## config.mk

```make
export PLATFORM = sky130hd
export DESIGN_NAME = intf_if_bus
export DESIGN_NICKNAME = d
export VERILOG_FILES = /design/src/rtl/intf_if_pkg.sv /design/src/rtl/intf_if_popcount.sv /design/src/rtl/intf_if_bus.sv
export SDC_FILE = /design/constraint.sdc
export NUM_CORES = 1
export LEC_CHECK = 0
export CORE_UTILIZATION = 35
export CTS_CLUSTER_SIZE = 40
export DETAILED_ROUTE_END_ITERATION = 16
export GPL_TIMING_DRIVEN = 0
export PLACE_DENSITY = 0.79
export SKIP_CTS_REPAIR_TIMING = 1
export SLEW_MARGIN = 0
export SYNTH_ARGS = -nofsm -noshare
export SYNTH_HDL_FRONTEND = slang
export SYNTH_SLANG_ARGS = --single-unit
```

## constraint.sdc

```tcl
create_clock -name clk -period 6.2 [get_ports clk]
set_input_delay 1.86 -clock clk [delete_from_list [all_inputs] [get_ports clk]]
set_output_delay 1.86 -clock clk [all_outputs]
set_load 0.01 [all_outputs]
```

## src/rtl/intf_if_pkg.sv

```systemverilog
// intf_if_pkg: shared width helpers and defaults for the intf_if a/b channel
package intf_if_pkg;
  localparam int DEFAULT_W = 16;
  function automatic int clog2(input logic [127:0] v);
    int r;
    r = 0;
    while ((128'd1 << r) < v) r++;
    return r;
  endfunction
  function automatic int bw_of(input int w);
    return clog2(128'(w));
  endfunction
endpackage

```

## src/rtl/intf_if_popcount.sv

```systemverilog
// intf_if_popcount: combinational count of set bits in a W-bit word
module intf_if_popcount
  import intf_if_pkg::*;
#(
  parameter int W = DEFAULT_W,
  localparam int BW = bw_of(W)
) (
  input  logic [W-1:0] i_a,
  output logic [BW:0]  o_ones
);
  logic [BW:0] w_cnt;
  always_comb begin
    w_cnt = '0;
    for (int i = 0; i < W; i++) w_cnt = w_cnt + (BW+1)'(i_a[i]);
  end
  assign o_ones = w_cnt;
endmodule

```

## src/rtl/intf_if_bus.sv

```systemverilog
// intf_if_bus: registered monitor view of the generator a/b channel,
// with selected-bit and population-count decodes of the captured word
module intf_if_bus
  import intf_if_pkg::*;
#(
  parameter int W = DEFAULT_W,
  localparam int BW = bw_of(W)
) (
  input  logic          clk,
  input  logic          rst,
  input  logic          gen_valid,
  input  logic [W-1:0]  gen_a,
  input  logic [BW-1:0] gen_b,
  output logic          mon_valid,
  output logic [W-1:0]  mon_a,
  output logic [BW-1:0] mon_b,
  output logic          mon_bit,
  output logic [BW:0]   mon_ones
);
  if (W < 2) begin : g_bad_w
    $fatal(1, "intf_if_bus: W must be at least 2");
  end
  logic          r_valid;
  logic [W-1:0]  r_a;
  logic [BW-1:0] r_b;
  logic [W-1:0]  w_sh;
  always_ff @(posedge clk) begin
    if (rst) begin
      r_valid <= 1'b0;
      r_a     <= '0;
      r_b     <= '0;
    end else begin
      r_valid <= gen_valid;
      if (gen_valid) begin
        r_a <= gen_a;
        r_b <= gen_b;
      end
    end
  end
  // index beyond W only exists when W is not a power of two
  assign w_sh = r_a >> r_b;
  always_comb mon_bit = (32'(r_b) < W) ? w_sh[0] : 1'b0;
  intf_if_popcount #(.W(W)) u_pop (.i_a(r_a), .o_ones(mon_ones));
  assign mon_valid = r_valid;
  assign mon_a     = r_a;
  assign mon_b     = r_b;
endmodule

```

==> metrics.md, run 1 <==
| Metric | Value |
|---|---|
| Status | finished clean |
| Crit-path cells | ha_1 > inv_1 > fa_1 > fa_1 > fa_1 > fa_1 > fa_2 > buf_4 > fa_2 > nor2b_2 > o21a_1 > dlymetal6s2s_1 |
| WL per Instance | about 13 µm |
| WS Path Type | reg2out |
| Diodes inserted | 0 |
| Most frequent CP cell | fa_1 |
| Final setup margin | 0.09347 ns |
| Pwr dens | between 200 and 250 mW/mm² |
| Final setup viols | 0 |
| Main flop type after synthesis | dfxtp_1 |
| TritonCTS clock tree | done |
| DR vias | 1012 |
| Avg Cell Area, Syn | 10.43 µm² |
| Worst VDD drop | 0.1548 mV |
| Area growth syn-to-layout | 46.88% |
| Met1 Use GR | 18.81% |
| CP Max Fanout | 4 |
| Post-Route WL | 2882 µm |
| Gr ovfl total | 0 |
| Post-synth EDFFs | 0 |
| Final cycle utilization of the critical path | a little over nine tenths |
| Antenna Nets Post-Route | 0 |
| Ys Warns | 0 |
| H-tree depth | 1 |
| Most common cell in the netlist | inv_1 |
| First-pass GRT wire length | 4353 µm |
| Initial DRC Count | 40 |
| Crit path largest cell delay | 0.54 ns |
| Seq/Total Area, Yosys | about a third |
| Synth Cell Area | about 0.0013 mm² |
| Num ports | 50 |
| Count of final hold-check violations | 0 |
| Overall die area | 0.003851 mm² |
| Startpoint types | flop |
| Area leader, netlist | dfxtp_1 |
| Final hold slack | 0.5401 ns |
| Unique masters post-synth | 17 |
| Initial DRT Pass Iterations | 4 |
| Placed insts | 215 |
| GR Layer Usage met3 | 2.277% |
| Min Clock Period, post-route | roughly 6 ns |
| Max Cap Viol | 0 |
| GRT Overall Usage | ~15% |
| RSZ-0062 raised after global routing | true |
| Layout Cells excl Fill | roughly 220 |
| Mapped Nets | about 160 |
| Final #Nets | 214 |
| Layout cells sized above 1 | between 10 and 15% |
| Met2 global-route usage | 27.96% |
| Drt via density | 4.579 |
| Register Area | roughly 420 µm² |
| Pre-CTS setup slack | 0.02969 ns |
| Area post-placement | 0.001800 mm² |
| Row count | 21 |
| Die H | between 60 and 70 µm |
| Port Buffer Count | 48 |
| Initial core utilization | 37.25% |
| Top cell type's share of synthesized area | 33.30% |
| Final core utilization | a little over half |
| CP arrival | between 4 and 5 ns |
| Clk_lat worst skew | about 0.29 ns |
| Worst-Margin Slew | 0.4532 ns |
| Slew margin rel. | 69.79% |
| Power, Total | 414.5 µW |
| Leakage | 0.8478 nW |
| Fmax | ~160 MHz |
| Worst Skew | 0 ns |
| Async SR Flop Fraction | 0% |
| Vias in the first global route | 990 |
| Min-delay worst type | reg2reg |
| Clk pin slew, worst setup/hold paths | 0.10 ns |
| FILL cells | 291 |
| Clock Root Buffer | clkbuf_4 |
| Gpl congestion | 0.7981 |
| CP endpoint kind | output port |
| Setup TNS | 0 ns |
| CTS max path bufs | 2 |
| DIE WIDTH | 62.06 µm |
| CP max-delay cell | fa_1 |
| Critical path data required time | 4.34 ns |
| Fin. max-slew vios | 0 |
| CTS buffer count | 3 |
| Largest net degree at the start of global routing | 12 |
| HPWL Detailed | 2382 µm |
| DRC | 0 |
| Core area | 0.003390 mm² |
| # clock sinks | 21 |
| Largest cells by area after synthesis | dfxtp_1, mux2i_1, fa_1 |
| Layer with the highest usage | met2 |
| Initial antenna violation count | 0 |
| Fin area | between 0.0015 and 0.002 mm² |
| Area of the multi-input gates | 726.9 µm² |
| Synth Register Bits | 21 |
| Post-synth top cells | inv_1, dfxtp_1, mux2i_1 |
| Synth Instances | 121 |
==> final cells by class <==
type	instances	area share, %
Inverter	24	4.858
Tap cell	46	3.104
Clock buffer	4	1.417
Multi-Input combinational cell	70	39.20
Sequential cell	21	22.81
Buffer	6	1.754
Timing Repair Buffer	50	26.86
==> cells in the final DEF, fill, tap and decap left out <==
master / netlist / routed
nor2b_2: 0 / 1
mux4_2: 4 / 4
inv_1: 24 / 24
buf_6: 1 / 1
buf_2: 2 / 2
dfxtp_2: 0 / 2
mux2i_1: 21 / 21
clkbuf_1: 3 / 4
fa_2: 0 / 2
nor2_1: 20 / 20
clkbuf_4: 0 / 3
clkdlybuf4s50_1: 0 / 44
dlymetal6s2s_1: 0 / 3
o21a_1: 1 / 1
nor2b_4: 1 / 1
ha_1: 5 / 5
clkbuf_2: 0 / 1
fa_1: 10 / 8
nor2b_1: 2 / 1
dfxtp_1: 21 / 19
a21o_1: 1 / 1
a211oi_2: 1 / 1
xnor2_1: 2 / 2
buf_4: 0 / 2
a21oi_1: 2 / 2
==> worst paths after layout <==
| check | from | endpoint | cells after the start | slack, ns |
|---|---|---|---|---|
| max | mon_a[0] | mon_ones[4] | 12 | 0.09 |
| min | mon_a[1] | mon_a[1] | 2 | 0.54 |
| max reg2reg | mon_b[0] | mon_b[0] | 3 | 5.44 |
| min reg2reg | mon_a[1] | mon_a[1] | 2 | 0.54 |
==> cell families after synthesis <==
kind of cell,after synthesis,synth area share (%)
multiplexers,25,23.79
AND/OR/NAND/NOR,23,8.027
XOR/XNOR,2,1.388
buffers and inverters,30,9.713
AO/OA/AOI/OAI,5,2.974
flip-flops,21,33.30
adder cells (fa/ha/maj),15,20.81
==> flip-flops by register name, indices dropped and copies added, names as in the netlist <==
register and count:
mon_b 4, mon_valid 1, mon_a 16
==> layer usage <==
layer	vias to the layer above	routed length, µm
li1	487	-
met1	493	1170
met2	26	1562
met3	6	104
met4	0	46
met5	-	0
==> worst max-delay path, delay by kind of cell, from the launching register on <==
family	cells	cell delay, ns
and+or+nand+nor	1	0.11
AOI/OAI and AO/OA	1	0.10
adders and majority gates	7	3.03
buffers and inverters	3	0.36
DFF	1	0.35
==> report_power, final <==
group / switching, mW / leakage, nW / internal (mW)
sequential: 0.00911 / 0.174 / 0.143
clock: 0.0380 / 0.0150 / 0.0250
combinational: 0.0876 / 0.659 / 0.112
total: 0.135 / 0.848 / 0.280
(Power assumes the default switching activity.)
==> run 2: changes to the inputs <==
- SETUP_SLACK_MARGIN: not set -> 0.15
==> metrics.md, run 2 (synthesis results as in run 1) <==
| Metric | Value |
|---|---|
| Clock Root Buffer | clkbuf_4 |
| Min-delay worst type | reg2reg |
| Area of the multi-input gates | 747.0 µm² (+2.8%) |
| Layout cells sized above 1 | 15.34% (+3.9 points) |
| Status | finished clean |
| Reg2Reg Capture Point | mon_b[1] |
| Min Clock Period, post-route | 6.125 ns (+0.01883 ns) |
| CP endpoint kind | output port |
| Max Cap Viol | 0 (unchanged) |
| # clock sinks | 21 (unchanged) |
| Post-Route WL | 2976 µm (+3.3%) |
| Initial antenna violation count | 0 (unchanged) |
| Gpl congestion | 0.7981 (unchanged) |
| Initial DRC Count | 33 (-18%) |
| Critical path data required time | 4.34 ns (about the same) |
| Leakage | 0.8342 nW (-1.6%) |
| DRC | 0 (unchanged) |
| Worst VDD drop | 0.1586 mV (+2.4%) |
| Final cycle utilization of the critical path | 98.80% (+0.30 points) |
| Initial core utilization | 37.25% (unchanged) |
| Power, Total | 434.7 µW (+4.9%) |
| WS Path Type | reg2out |
| Max reg flops | 16 (unchanged) |
| Final setup viols | 0 (unchanged) |
| Worst r2r path cells | 2 (-1) |
| Final #Nets | 215 (+0.47%) |
| Row count | 21 (unchanged) |
| Diodes inserted | 0 (unchanged) |
| Die H | 62.06 µm (unchanged) |
| Overall die area | 0.003851 mm² (unchanged) |
| Worst-Margin Slew | 0.4528 ns (-0.0003395 ns) |
| Core area | 0.003390 mm² (unchanged) |
| Slew margin rel. | 69.81% (about the same) |
| Clk_lat worst skew | 0.29 ns (about the same) |
| Drt via density | 4.604 (+0.53%) |
| CTS max path bufs | 2 (unchanged) |
| Register Area | 425.4 µm² (+0.59%) |
| Fin. max-slew vios | 0 (unchanged) |
| CP arrival | 4.27 ns (+0.02 ns) |
| CP Max Fanout | 4 (unchanged) |
| Gr ovfl total | 0 (unchanged) |
| R2R Setup Slk | 5.42 ns (-0.02 ns) |
| Port Buffer Count | 48 (unchanged) |
| CTS buffer count | 3 (unchanged) |
| GRT Overall Usage | 15.28% (unchanged) |
| CP max-delay cell | fa_1 |
| Crit-path cells | ha_4 > inv_2 > fa_1 > fa_1 > fa_1 > fa_1 > fa_2 > buf_6 > fa_2 > buf_4 > xnor2_2 > buf_2 |
| Clk pin slew, worst setup/hold paths | 0.11 ns (about the same) |
| Endpoint, Worst Hold | mon_a[1] |
| Most frequent CP cell | fa_1 |
| Vias in the first global route | 990 (unchanged) |
| Setup TNS | 0 ns (unchanged) |
| DR vias | 1022 (+0.99%) |
| Final setup margin | 0.07464 ns (-0.01883 ns) |
| WL per Instance | 13.41 µm (+2.8%) |
| Crit path largest cell delay | 0.58 ns (+0.04 ns) |
| Worst Skew | 0 ns (unchanged) |
| Worst hold path depth | 2 (unchanged) |
| RSZ-0062 raised after global routing | true |
| Startpoint types | flop |
| Most common cell after layout, fill and taps aside | clkdlybuf4s50_1 |
| First-pass GRT wire length | 4353 µm (unchanged) |
| RR Startpoint | mon_b[1] |
| Fin area | 0.001879 mm² (+1.3%) |
| Area growth syn-to-layout | 48.86% |
| Final core utilization | 55.44% (+0.74 points) |
| Most frequent cells in the layout | clkdlybuf4s50_1, inv_1, mux2i_1, nor2_1, dfxtp_1 |
| Antenna Nets Post-Route | 0 (unchanged) |
| TritonCTS clock tree | done |
| H-tree depth | 1 (unchanged) |
| HPWL Detailed | 2382 µm (unchanged) |
| FILL cells | 291 (unchanged) |
| Largest net degree at the start of global routing | 12 (unchanged) |
| Fmax | 163.3 MHz (-0.31%) |
| Area post-placement | 0.001800 mm² (unchanged) |
| Count of final hold-check violations | 0 (unchanged) |
| Hold Startpoint | mon_a[1] |
| DIE WIDTH | 62.06 µm (unchanged) |
| Num ports | 50 (unchanged) |
| Initial DRT Pass Iterations | 4 (unchanged) |
| Pwr dens | 231.3 mW/mm² (+3.5%) |
| Pre-CTS setup slack | 0.02969 ns (unchanged) |
run 2: cell types whose count changed in the layout (fill, tap and decap cells not counted):
cell | before | now
dfxtp_4 | 0 | 1
ha_4 | 0 | 1
ha_1 | 5 | 4
buf_6 | 1 | 3
buf_2 | 2 | 4
clkbuf_2 | 1 | 0
dfxtp_2 | 2 | 1
xnor2_2 | 0 | 1
inv_2 | 0 | 2
inv_1 | 24 | 22
xnor2_1 | 2 | 1
dlymetal6s2s_1 | 3 | 1
run 2: worst max-delay path, delay by kind of cell (launching register included):
family,cells,cell delay [ns]
DFF,1,0.38
buffers and inverters,4,0.45
adders and majority gates,7,3.04
xor gates and xnor gates,1,0.11
run 2: per-layer routing:
| metal | vias up | routed length [µm] | track usage (%) |
|---|---|---|---|
| met5 | - | 0 | 0 |
| met2 | 28 | 1629 | 27.96 |
| met4 | 0 | 46 | 3.492 |
| li1 | 489 | - | - |
| met1 | 499 | 1191 | 18.81 |
| met3 | 6 | 108 | 2.277 |
run 2: cell type report:
class | instances | share of cell area [%]
flip-flops and latches | 21 | 22.64
well taps | 46 | 3.063
repair buffers | 51 | 26.63
inverters | 24 | 4.794
multi-input cells | 70 | 39.75
clock buffers | 4 | 1.398
plain buffers | 6 | 1.731
run 2: through the flow:
| step | std cells | hold WS (ns) |
|---|---|---|
| global placement | 215 | 0.5387 |
| floorplan | 121 | 0.5521 |
| detailed placement | 215 | 0.5496 |
| finish | 222 | 0.5523 |
| CTS | 219 | 0.5707 |
| global route | 222 | 0.5911 |
run 2: worst max-delay path by stage:
stage	from	endpoint	depth (start not counted)
after floorplan	mon_a[0]	mon_ones[4]	10
after global routing	mon_a[1]	mon_ones[2]	12
after CTS	mon_a[0]	mon_ones[4]	11
final	mon_a[1]	mon_ones[2]	12
after global placement	mon_a[0]	mon_ones[4]	11
after detailed placement	mon_a[0]	mon_ones[4]	11
run 2: power by group:
group / internal [mW] / total [mW] / switching (mW)
logic: 0.124 / 0.219 / 0.0943
registers: 0.143 / 0.153 / 0.00959
clock network: 0.0250 / 0.0634 / 0.0384
